### config.mk
export PLATFORM = sky130hd
export DESIGN_NAME = lcs_array_ctrl
export DESIGN_NICKNAME = d
export VERILOG_FILES = /design/src/rtl/lcs_array_ctrl.sv
export SDC_FILE = /design/constraint.sdc
export NUM_CORES = 1
export LEC_CHECK = 0
export CAP_MARGIN = 0
export CELL_PAD_IN_SITES_DETAIL_PLACEMENT = 0
export CELL_PAD_IN_SITES_GLOBAL_PLACEMENT = 1
export CORE_UTILIZATION = 44
export CTS_BUF_LIST = sky130_fd_sc_hd__clkbuf_8
export DETAILED_ROUTE_END_ITERATION = 10
export PLACE_DENSITY_LB_ADDON = 0.1
export SLEW_MARGIN = 20
export SYNTH_ARGS = -nofsm -noshare
export SYNTH_HDL_FRONTEND = slang
export SYNTH_SLANG_ARGS = --single-unit
export TNS_END_PERCENT = 100
### constraint.sdc
create_clock -name clk -period 1.85 [get_ports clk]
set_clock_uncertainty 0.05 [all_clocks]
set_input_delay 0.185 -clock clk [delete_from_list [all_inputs] [get_ports clk]]
set_output_delay 0.185 -clock clk [all_outputs]
set_load 0.02 [all_outputs]
### src/rtl/lcs_array_ctrl.sv
// Sequencer for the systolic string-compare PE array: buffers strings A/B from the host,
// frames the row-load and column-stream strobes, counts result beats and returns the score.
module lcs_array_ctrl #(
  parameter int DATA_W    = 8,
  parameter int ROWS      = 4,
  parameter int COLS      = 4,
  parameter int DRAIN_MAX = 32
) (
  input  logic              clk,
  input  logic              rst,
  input  logic              in_valid,
  output logic              in_ready,
  input  logic              in_sel,
  input  logic [DATA_W-1:0] in_data,
  input  logic              start,
  output logic              busy,
  output logic [DATA_W-1:0] row_data,
  output logic              row_valid,
  output logic [DATA_W-1:0] col_data,
  output logic              col_valid,
  input  logic [DATA_W-1:0] res_data,
  input  logic              res_valid,
  output logic [DATA_W-1:0] score,
  output logic              score_valid,
  input  logic              score_ready,
  output logic              err
);
  localparam int AW   = $clog2(ROWS + 1);
  localparam int BW   = $clog2(COLS + 1);
  localparam int KMAX = (ROWS > COLS) ? ROWS : COLS;
  localparam int KW   = $clog2(KMAX + 1);
  localparam int DW   = $clog2(DRAIN_MAX + 1);
  localparam int AIW  = (ROWS > 1) ? $clog2(ROWS) : 1;
  localparam int BIW  = (COLS > 1) ? $clog2(COLS) : 1;

  typedef enum logic [2:0] {IDLE, LOAD, ROWLD, STREAM, DRAIN, DONE} state_t;

  state_t                      state_q;
  logic [ROWS-1:0][DATA_W-1:0] a_buf;
  logic [COLS-1:0][DATA_W-1:0] b_buf;
  logic [AW-1:0]               a_cnt_q;
  logic [BW-1:0]               b_cnt_q;
  logic [KW-1:0]               k_q;
  logic [BW-1:0]               beat_q;
  logic [DW-1:0]               dcnt_q;
  logic [DATA_W-1:0]           res_q;
  logic                        in_ready_q, busy_q, row_valid_q, col_valid_q, score_valid_q, err_q;
  logic [DATA_W-1:0]           row_data_q, col_data_q, score_q;

  logic           accept, a_wr, b_wr, beat, full;
  logic [AIW-1:0] ridx;
  logic [BIW-1:0] cidx;

  assign accept = in_valid & in_ready_q;
  assign a_wr   = accept & ~in_sel & (a_cnt_q != AW'(ROWS));
  assign b_wr   = accept &  in_sel & (b_cnt_q != BW'(COLS));
  assign full   = (a_cnt_q == AW'(ROWS)) & (b_cnt_q == BW'(COLS));
  assign beat   = res_valid & ((state_q == STREAM) | (state_q == DRAIN)) & (beat_q != BW'(COLS));
  // Rows go out last-first so that after shifting row r holds A[r].
  assign ridx   = AIW'(ROWS - 1 - int'(k_q));
  assign cidx   = BIW'(k_q);

  // Buffer contents are don't-care after reset, so no reset here.
  always_ff @(posedge clk) begin
    if (a_wr) a_buf[a_cnt_q[AIW-1:0]] <= in_data;
    if (b_wr) b_buf[b_cnt_q[BIW-1:0]] <= in_data;
  end

  always_ff @(posedge clk or posedge rst) begin
    if (rst) begin
      state_q       <= IDLE;
      a_cnt_q       <= '0;
      b_cnt_q       <= '0;
      k_q           <= '0;
      beat_q        <= '0;
      dcnt_q        <= '0;
      res_q         <= '0;
      in_ready_q    <= 1'b0;
      busy_q        <= 1'b0;
      row_valid_q   <= 1'b0;
      row_data_q    <= '0;
      col_valid_q   <= 1'b0;
      col_data_q    <= '0;
      score_q       <= '0;
      score_valid_q <= 1'b0;
      err_q         <= 1'b0;
    end else begin
      if (a_wr) a_cnt_q <= a_cnt_q + 1'b1;
      if (b_wr) b_cnt_q <= b_cnt_q + 1'b1;
      // Final beat value is held one cycle and published from DRAIN.
      if (beat) begin
        beat_q <= beat_q + 1'b1;
        if (beat_q == BW'(COLS - 1)) res_q <= res_data;
      end
      case (state_q)
        IDLE: begin
          in_ready_q <= 1'b1;
          if (accept) state_q <= LOAD;
        end
        LOAD: begin
          if (start && full) begin
            state_q     <= ROWLD;
            in_ready_q  <= 1'b0;
            busy_q      <= 1'b1;
            row_valid_q <= 1'b1;
            row_data_q  <= a_buf[ROWS-1];
            k_q         <= KW'(1);
          end
        end
        ROWLD: begin
          if (k_q != KW'(ROWS)) begin
            row_data_q <= a_buf[ridx];
            k_q        <= k_q + 1'b1;
          end else begin
            row_valid_q <= 1'b0;
            row_data_q  <= '0;
            col_valid_q <= 1'b1;
            col_data_q  <= b_buf[0];
            k_q         <= KW'(1);
            state_q     <= STREAM;
          end
        end
        STREAM: begin
          if (k_q != KW'(COLS)) begin
            col_data_q <= b_buf[cidx];
            k_q        <= k_q + 1'b1;
          end else begin
            col_valid_q <= 1'b0;
            col_data_q  <= '0;
            dcnt_q      <= '0;
            state_q     <= DRAIN;
          end
        end
        DRAIN: begin
          if (beat_q == BW'(COLS)) begin
            score_q       <= res_q;
            err_q         <= 1'b0;
            score_valid_q <= 1'b1;
            state_q       <= DONE;
          end else if (dcnt_q == DW'(DRAIN_MAX)) begin
            score_q       <= '0;
            err_q         <= 1'b1;
            score_valid_q <= 1'b1;
            state_q       <= DONE;
          end else begin
            dcnt_q <= dcnt_q + 1'b1;
          end
        end
        DONE: begin
          if (score_ready) begin
            score_valid_q <= 1'b0;
            err_q         <= 1'b0;
            busy_q        <= 1'b0;
            in_ready_q    <= 1'b1;
            a_cnt_q       <= '0;
            b_cnt_q       <= '0;
            beat_q        <= '0;
            state_q       <= IDLE;
          end
        end
        default: state_q <= IDLE;
      endcase
    end
  end

  assign in_ready    = in_ready_q;
  assign busy        = busy_q;
  assign row_data    = row_data_q;
  assign row_valid   = row_valid_q;
  assign col_data    = col_data_q;
  assign col_valid   = col_valid_q;
  assign score       = score_q;
  assign score_valid = score_valid_q;
  assign err         = err_q;
endmodule

# [Word-level counts from Yosys, hierarchy flattened]
# Index checks and enable logic that the tools add are counted.
[op_classes] n_addsub=6 order_cmp=6 eq_ne=23 mux=58 n_bitwise=10 n_reduce_logical=24
[op_table] cell="$mux W8" n=10
[op_table] cell="$bwmux W32" n=2
[op_table] cell="$mux W3" n=19
[op_table] cell="$bmux W8 S2" n=2
[op_table] cell="$demux W8 S2" n=2
[op_table] cell="$pmux W8 S2" n=2
[op_table] cell="$mux W6" n=3
[op_table] cell="$pmux W3 S6" n=1
[op_table] cell="$reduce_and A3 Y1" n=6
[op_table] cell="$eq A3 B3 Y1 const B" n=5
[op_table] cell="$ne A2 B2 Y1 const B" n=7
[op_table] cell="$add A3 B1 Y3 const B" n=4
[op_table] cell="$lt A2 B3 Y1 const B" n=4
[op_table] cell="$ne A3 B3 Y1 const B" n=4
[op_table] cell="$pmux W6 S2" n=1
[op_table] cell="$reduce_bool A2 Y1" n=6
[op_table] cell="$pmux W1 S2" n=5
[op_table] cell="$eq A3 B2 Y1 const B" n=3
[op_table] cell="$mux W1" n=9
[op_table] cell="$pmux W3 S3" n=1
[op_table] cell="$and A1 B1 Y1" n=8
[op_table] cell="$reduce_and A2 Y1" n=4
[op_table] cell="$add A6 B1 Y6 const B" n=1
[op_table] cell="$eq A6 B6 Y1 const B" n=1
[op_table] cell="other kinds (13)" n=17
[word_totals] register_bits=123 inputBits=23 out_inout_bits=30 elab_cells=151

# [Depth between registers and ports, before layout]
[depth] depth_word=7 mapped_depth=8 depth_no_buf=6

# [Least setup slack after synthesis]
# OpenSTA, ideal clock, no wires.
[synth_path] kind="reg2reg" startpoint="register k_q[0]" endpoint="register k_q[2]" setup_time_ns=0.094 arrival_time_ns=1.849 required_time_ns=1.706 setup_slack_ns=-0.143 path_stages_with_launch=9 n_path_buf=3 synth_period_minus_slack_ns=1.993 cell_sequence="dfrtp_1 buf_4 buf_2 inv_1 ha_1 nand2_1 clkbuf_1 nand2_1 a211oi_1"
[synth_between] elab_chain_len=3 elab_cells_between_ends=7 classes_between="1 x add/sub; 2 x eq/ne; 3 x mux; 1 x reduce/logical"
[synth_lines] element="start: declaration" line="43" source="logic [KW-1:0] k_q;"
[synth_lines] element="start signal: assignment" line="113" source="k_q <= k_q + 1'b1;"
[synth_lines] element="start signal: assignment" line="126" source="k_q <= k_q + 1'b1;"
[synth_lines] element="$add A3 B1 Y3 / $ne A3 B3 Y1 (equally long branches)"
[synth_lines] element="$mux W3 (tied with other cells)" line="124" source="if (k_q != KW'(COLS)) begin"
[synth_lines] element="$pmux W3 S3 / $reduce_and A3 Y1 (equally long branches)"
# Parallel ways exist; a longest one is shown, timed or not. The select of a mux whose other input is x is not followed.
# A chain may end at the register's enable or synchronous reset.

# [Final worst setup path]
[layout_path] startpoint="register beat_q[0]" endpoint="register dcnt_q[5]"
[layout_between] elab_chain_len=3
[layout_lines] element="start: declaration" line="44" source="logic [BW-1:0] beat_q;"
[layout_lines] element="start signal: assignment" line="92" source="beat_q <= beat_q + 1'b1;"
[layout_lines] element="$eq A3 B3 Y1" line="135" source="if (beat_q == BW'(COLS)) begin"
[layout_lines] element="$ne A2 B2 Y1 (no source line)"
[layout_lines] element="$reduce_and A4 Y1 (no source line)"
[layout_lines] element="end signal: assignment" line="146" source="dcnt_q <= dcnt_q + 1'b1;"
[layout_lines] element="end: declaration" line="45" source="logic [DW-1:0] dcnt_q;"
# Every way passes these cells.

==> summary.md <==
| Metric | Value |
|---|---|
| Reg2reg setup slack | `100 ps` |
| CP delay by family, top | `simple AND/OR/NAND/NOR gates` |
| Final ANT Viol Nets | `0` |
| Metal2 WL | `5300 um` |
| Vias in the first global route | `3459` |
| DRT Pass-1 Iters | `7` |
| Clock Path Buffers | `2` |
| Clock buffer count from CTS | `17` |
| Setup WS pre-CTS | `6.09 ps` |
| Flops & latches, synth | `123` |
| Reg-to-Reg End | `dcnt_q[5]$_DFFE_PP0P_` |
| IO Pins | `53` |
| Static Leak | `0.00265 uW` |
| Final wirelength | `10700 um` |
| Fill count | `926` |
| DP Wirelength | `7640 um` |
| Yosys warns | `0` |
| Die Span Y | `112 um` |
| Share of layout cells above drive strength 1 | `21.5%` |
| Hold Path Cell Cnt | `2` |
| VDD IR max | `740 uV` |
| Maxcap violations | `0` |
| Clock Sinks | `123` |
| Initial antenna violation count | `0` |
| Post-synthesis cell type count | `50` |
| Hold Path Class | `in2reg` |
| Area after DPL | `6300 um2` |
| WL met3 | `374 um` |
| Normalized max-slew margin | `67.7%` |
| Die width | `112 um` |
| Uppermost layer routed | `met4` |
| Slew Viols, Final | `0` |
| Final hold violation count | `0` |
| Vias/cell | `5.38` |
| Final worst-path cycle share | `94.6%` |
| Antenna Cells | `0` |
| Post-route insts no fill | `617` |
| Power Density | `1460 nW/um2` |
| Tot GR Track Use | `18.3%` |
| Post-Place Cells | `580` |
| Status | `complete, but fails checks` |
| Post-synth top flop | `edfxtp_1` |
| IO buf count | `52` |
| Startpoint types | `register` |
| Largest net degree at the start of global routing | `35` |
| Final #Nets | `499` |
| First-pass GRT wire length | `17500 um` |
| Setup Crit Path Kind | `reg2reg` |
| Mean Syn Cell Area | `14.1 um2` |
| Mapped Cells | `378` |
| FF-to-FF Start | `beat_q[0]$_DFF_PP0_` |
| Asr flop ratio synth | `48.0%` |
| Worst-Margin Slew | `485 ps` |
| WL met1 | `4930 um` |
| Hold path start | `res_data[7]` |
| Buffer and inverter count on the worst path | `2` |
| Post-layout util | `58.0%` |
| WL/cell | `17.3 um` |
| Cell row count | `39` |
| Sequential area share after synthesis | `63.5%` |
| Max FO, Critical Path | `7` |
| Slowest cell on the critical path | `dfrtp_1` |
| P&R area growth vs syn | `26.0%` |
| Fmax | `572 MHz` |
| Syn Nets | `416` |
| Worst Hold End | `res_q[7]$_DFFE_PP0P_` |
| Grt total ovfl | `0` |
| Reg2reg path depth | `7` |
| Final Setup Violations | `0` |
| CTS tree | `yes` |
| EDFF count, synth | `64` |
| Final Cell Area | `6740 um2` |
| Setup_tns | `0 ps` |
| Final Wtd Congestion | `0.786` |
| Final period demand of the worst path | `1750 ps` |
| Starting DRT DRC Count | `154` |
| Worst Path Required | `2100 ps` |
| Clock Pin Slew Worst Setup and Hold Paths | `70 ps` |
| Worst skew pair latency | `420 ps` |
| Clk root buf | `clkbuf_8` |
| Via count | `3320` |
| Post-Syn Area | `5350 um2` |
| H-tree Lvls | `4` |
| Core ar. | `11600 um2` |
| Violated checks | `design-rule violations` |
| Worst path max stage delay | `400 ps` |
| Crit path capture type | `register` |
| Cell Chain, Critical Path | `inv_1 -> ha_1 -> and2_1 -> buf_4 -> nor4_4 -> xnor2_1 -> a21oi_2` |
| DRC | `4` |
| Die ar. | `12600 um2` |
| Setup ws final | `100 ps` |
| Initial Util | `46.0%` |
| Data arrival time of the worst path | `2000 ps` |
-- flip-flops by register name (all words and copies together), names as in the netlist --
signal / count
col_valid: 1
a_buf: 32
dcnt_q: 6
busy: 1
score_valid: 1
b_buf: 32
row_data: 8
col_data: 8
err: 1
score: 8
b_cnt_q: 3
beat_q: 3
a_cnt_q: 3
state_q: 3
row_valid: 1
in_ready: 1
k_q: 3
res_q: 8
-- cells by family (layout without fill, tap and decap cells) --
| group | count (synthesis) | in the layout | share of synthesized area, % |
|---|---|---|---|
| AO/OA/AOI/OAI | 87 | 87 | 11.1 |
| XOR/XNOR | 7 | 7 | 1.15 |
| adder cells (fa/ha/maj) | 15 | 15 | 3.51 |
| buffers and inverters | 38 | 134 | 3.18 |
| flip-flops | 123 | 123 | 63.5 |
| multiplexers | 27 | 27 | 8.98 |
| AND/OR/NAND/NOR | 81 | 81 | 8.49 |
-- synth_stat cells (9+ instances only) --
| cell | instances | area share [%] |
|---|---|---|
| a21oi_1 | 17 | 1.6 |
| a22o_1 | 9 | 1.5 |
| a22oi_1 | 15 | 2.1 |
| and3_1 | 10 | 1.2 |
| clkbuf_1 | 11 | 0.77 |
| dfrtp_1 | 59 | 28 |
| edfxtp_1 | 64 | 36 |
| ha_1 | 15 | 3.5 |
| inv_1 | 16 | 1.1 |
| mux4_2 | 16 | 6.7 |
| nand2_1 | 14 | 0.98 |
| nand3_1 | 9 | 0.84 |
| nor2_1 | 22 | 1.5 |
| o21ai_0 | 19 | 1.8 |
-- layout by cell type, fill, tap and decap left out, types with 5 or more instances in the layout --
cell type and instances:
a21oi_1 16, a22o_1 9, a22oi_1 15, a32oi_1 7
and2_1 5, and3_1 10, buf_12 12, buf_4 21
clkbuf_8 19, clkdlybuf4s50_1 52, dfrtp_1 59, edfxtp_1 64
ha_1 15, inv_1 15, mux2_2 8, mux4_2 16
nand2_1 14, nand3_1 9, nor2_1 22, o21ai_0 19
xnor2_1 7
-- routing by layer --
layer  global-route usage (%)  vias up
met5                        0        -
met4                     5.07        0
met3                     5.40        9
met2                     31.1       59
met1                     22.7     1652
li1                         -     1600
-- stage by stage --
step           total power [uW]  hold WS [ps]
3_5_place_dp               7620           406
5_1_grt                   10500           318
6_report                   9860           330
3_3_place_gp               7500           402
4_1_cts                    9890           309
2_1_floorplan              6240           234
-- worst max path at each step --
stage          cells after the start             startpoint                     to  slack (ps)
2_1_floorplan                      8     k_q[1]$_DFFE_PP0P_     k_q[1]$_DFFE_PP0P_           9
3_3_place_gp                       4               in_valid    a_buf[27]$_DFFE_PP_          40
3_5_place_dp                       6  dcnt_q[0]$_DFFE_PP0P_   score[6]$_DFFE_PP0P_           6
4_1_cts                            5   a_cnt_q[0]$_DFF_PP0_    a_buf[28]$_DFFE_PP_          30
5_1_grt                            6   a_cnt_q[0]$_DFF_PP0_     k_q[2]$_DFFE_PP0P_          -7
6_report                           7    beat_q[0]$_DFF_PP0_  dcnt_q[5]$_DFFE_PP0P_         100
-- final cells by class --
type	count	area [um2]	area share (%)
Clock buffer	19	262	3.88
Clock inverter	13	115	1.71
Inverter	16	60.1	0.891
Multi-Input combinational cell	217	1800	26.7
Sequential cell	123	3400	50.4
Tap cell	143	179	2.66
Timing Repair Buffer	86	928	13.8
-- power by group --
part / switching [uW] / internal, uW
logic: 1810 / 1840
registers: 435 / 3560
clock network: 1080 / 1140
total: 3330 / 6540
-- timing repair --
action	4_1_cts	5_1_grt
hold buffers	1	0
setup buffers	0	4
endpoints found under the hold margin	8	0
setup endpoints to repair	8	61
resized for setup	1	3
Power figures use the tool's default switching activity.
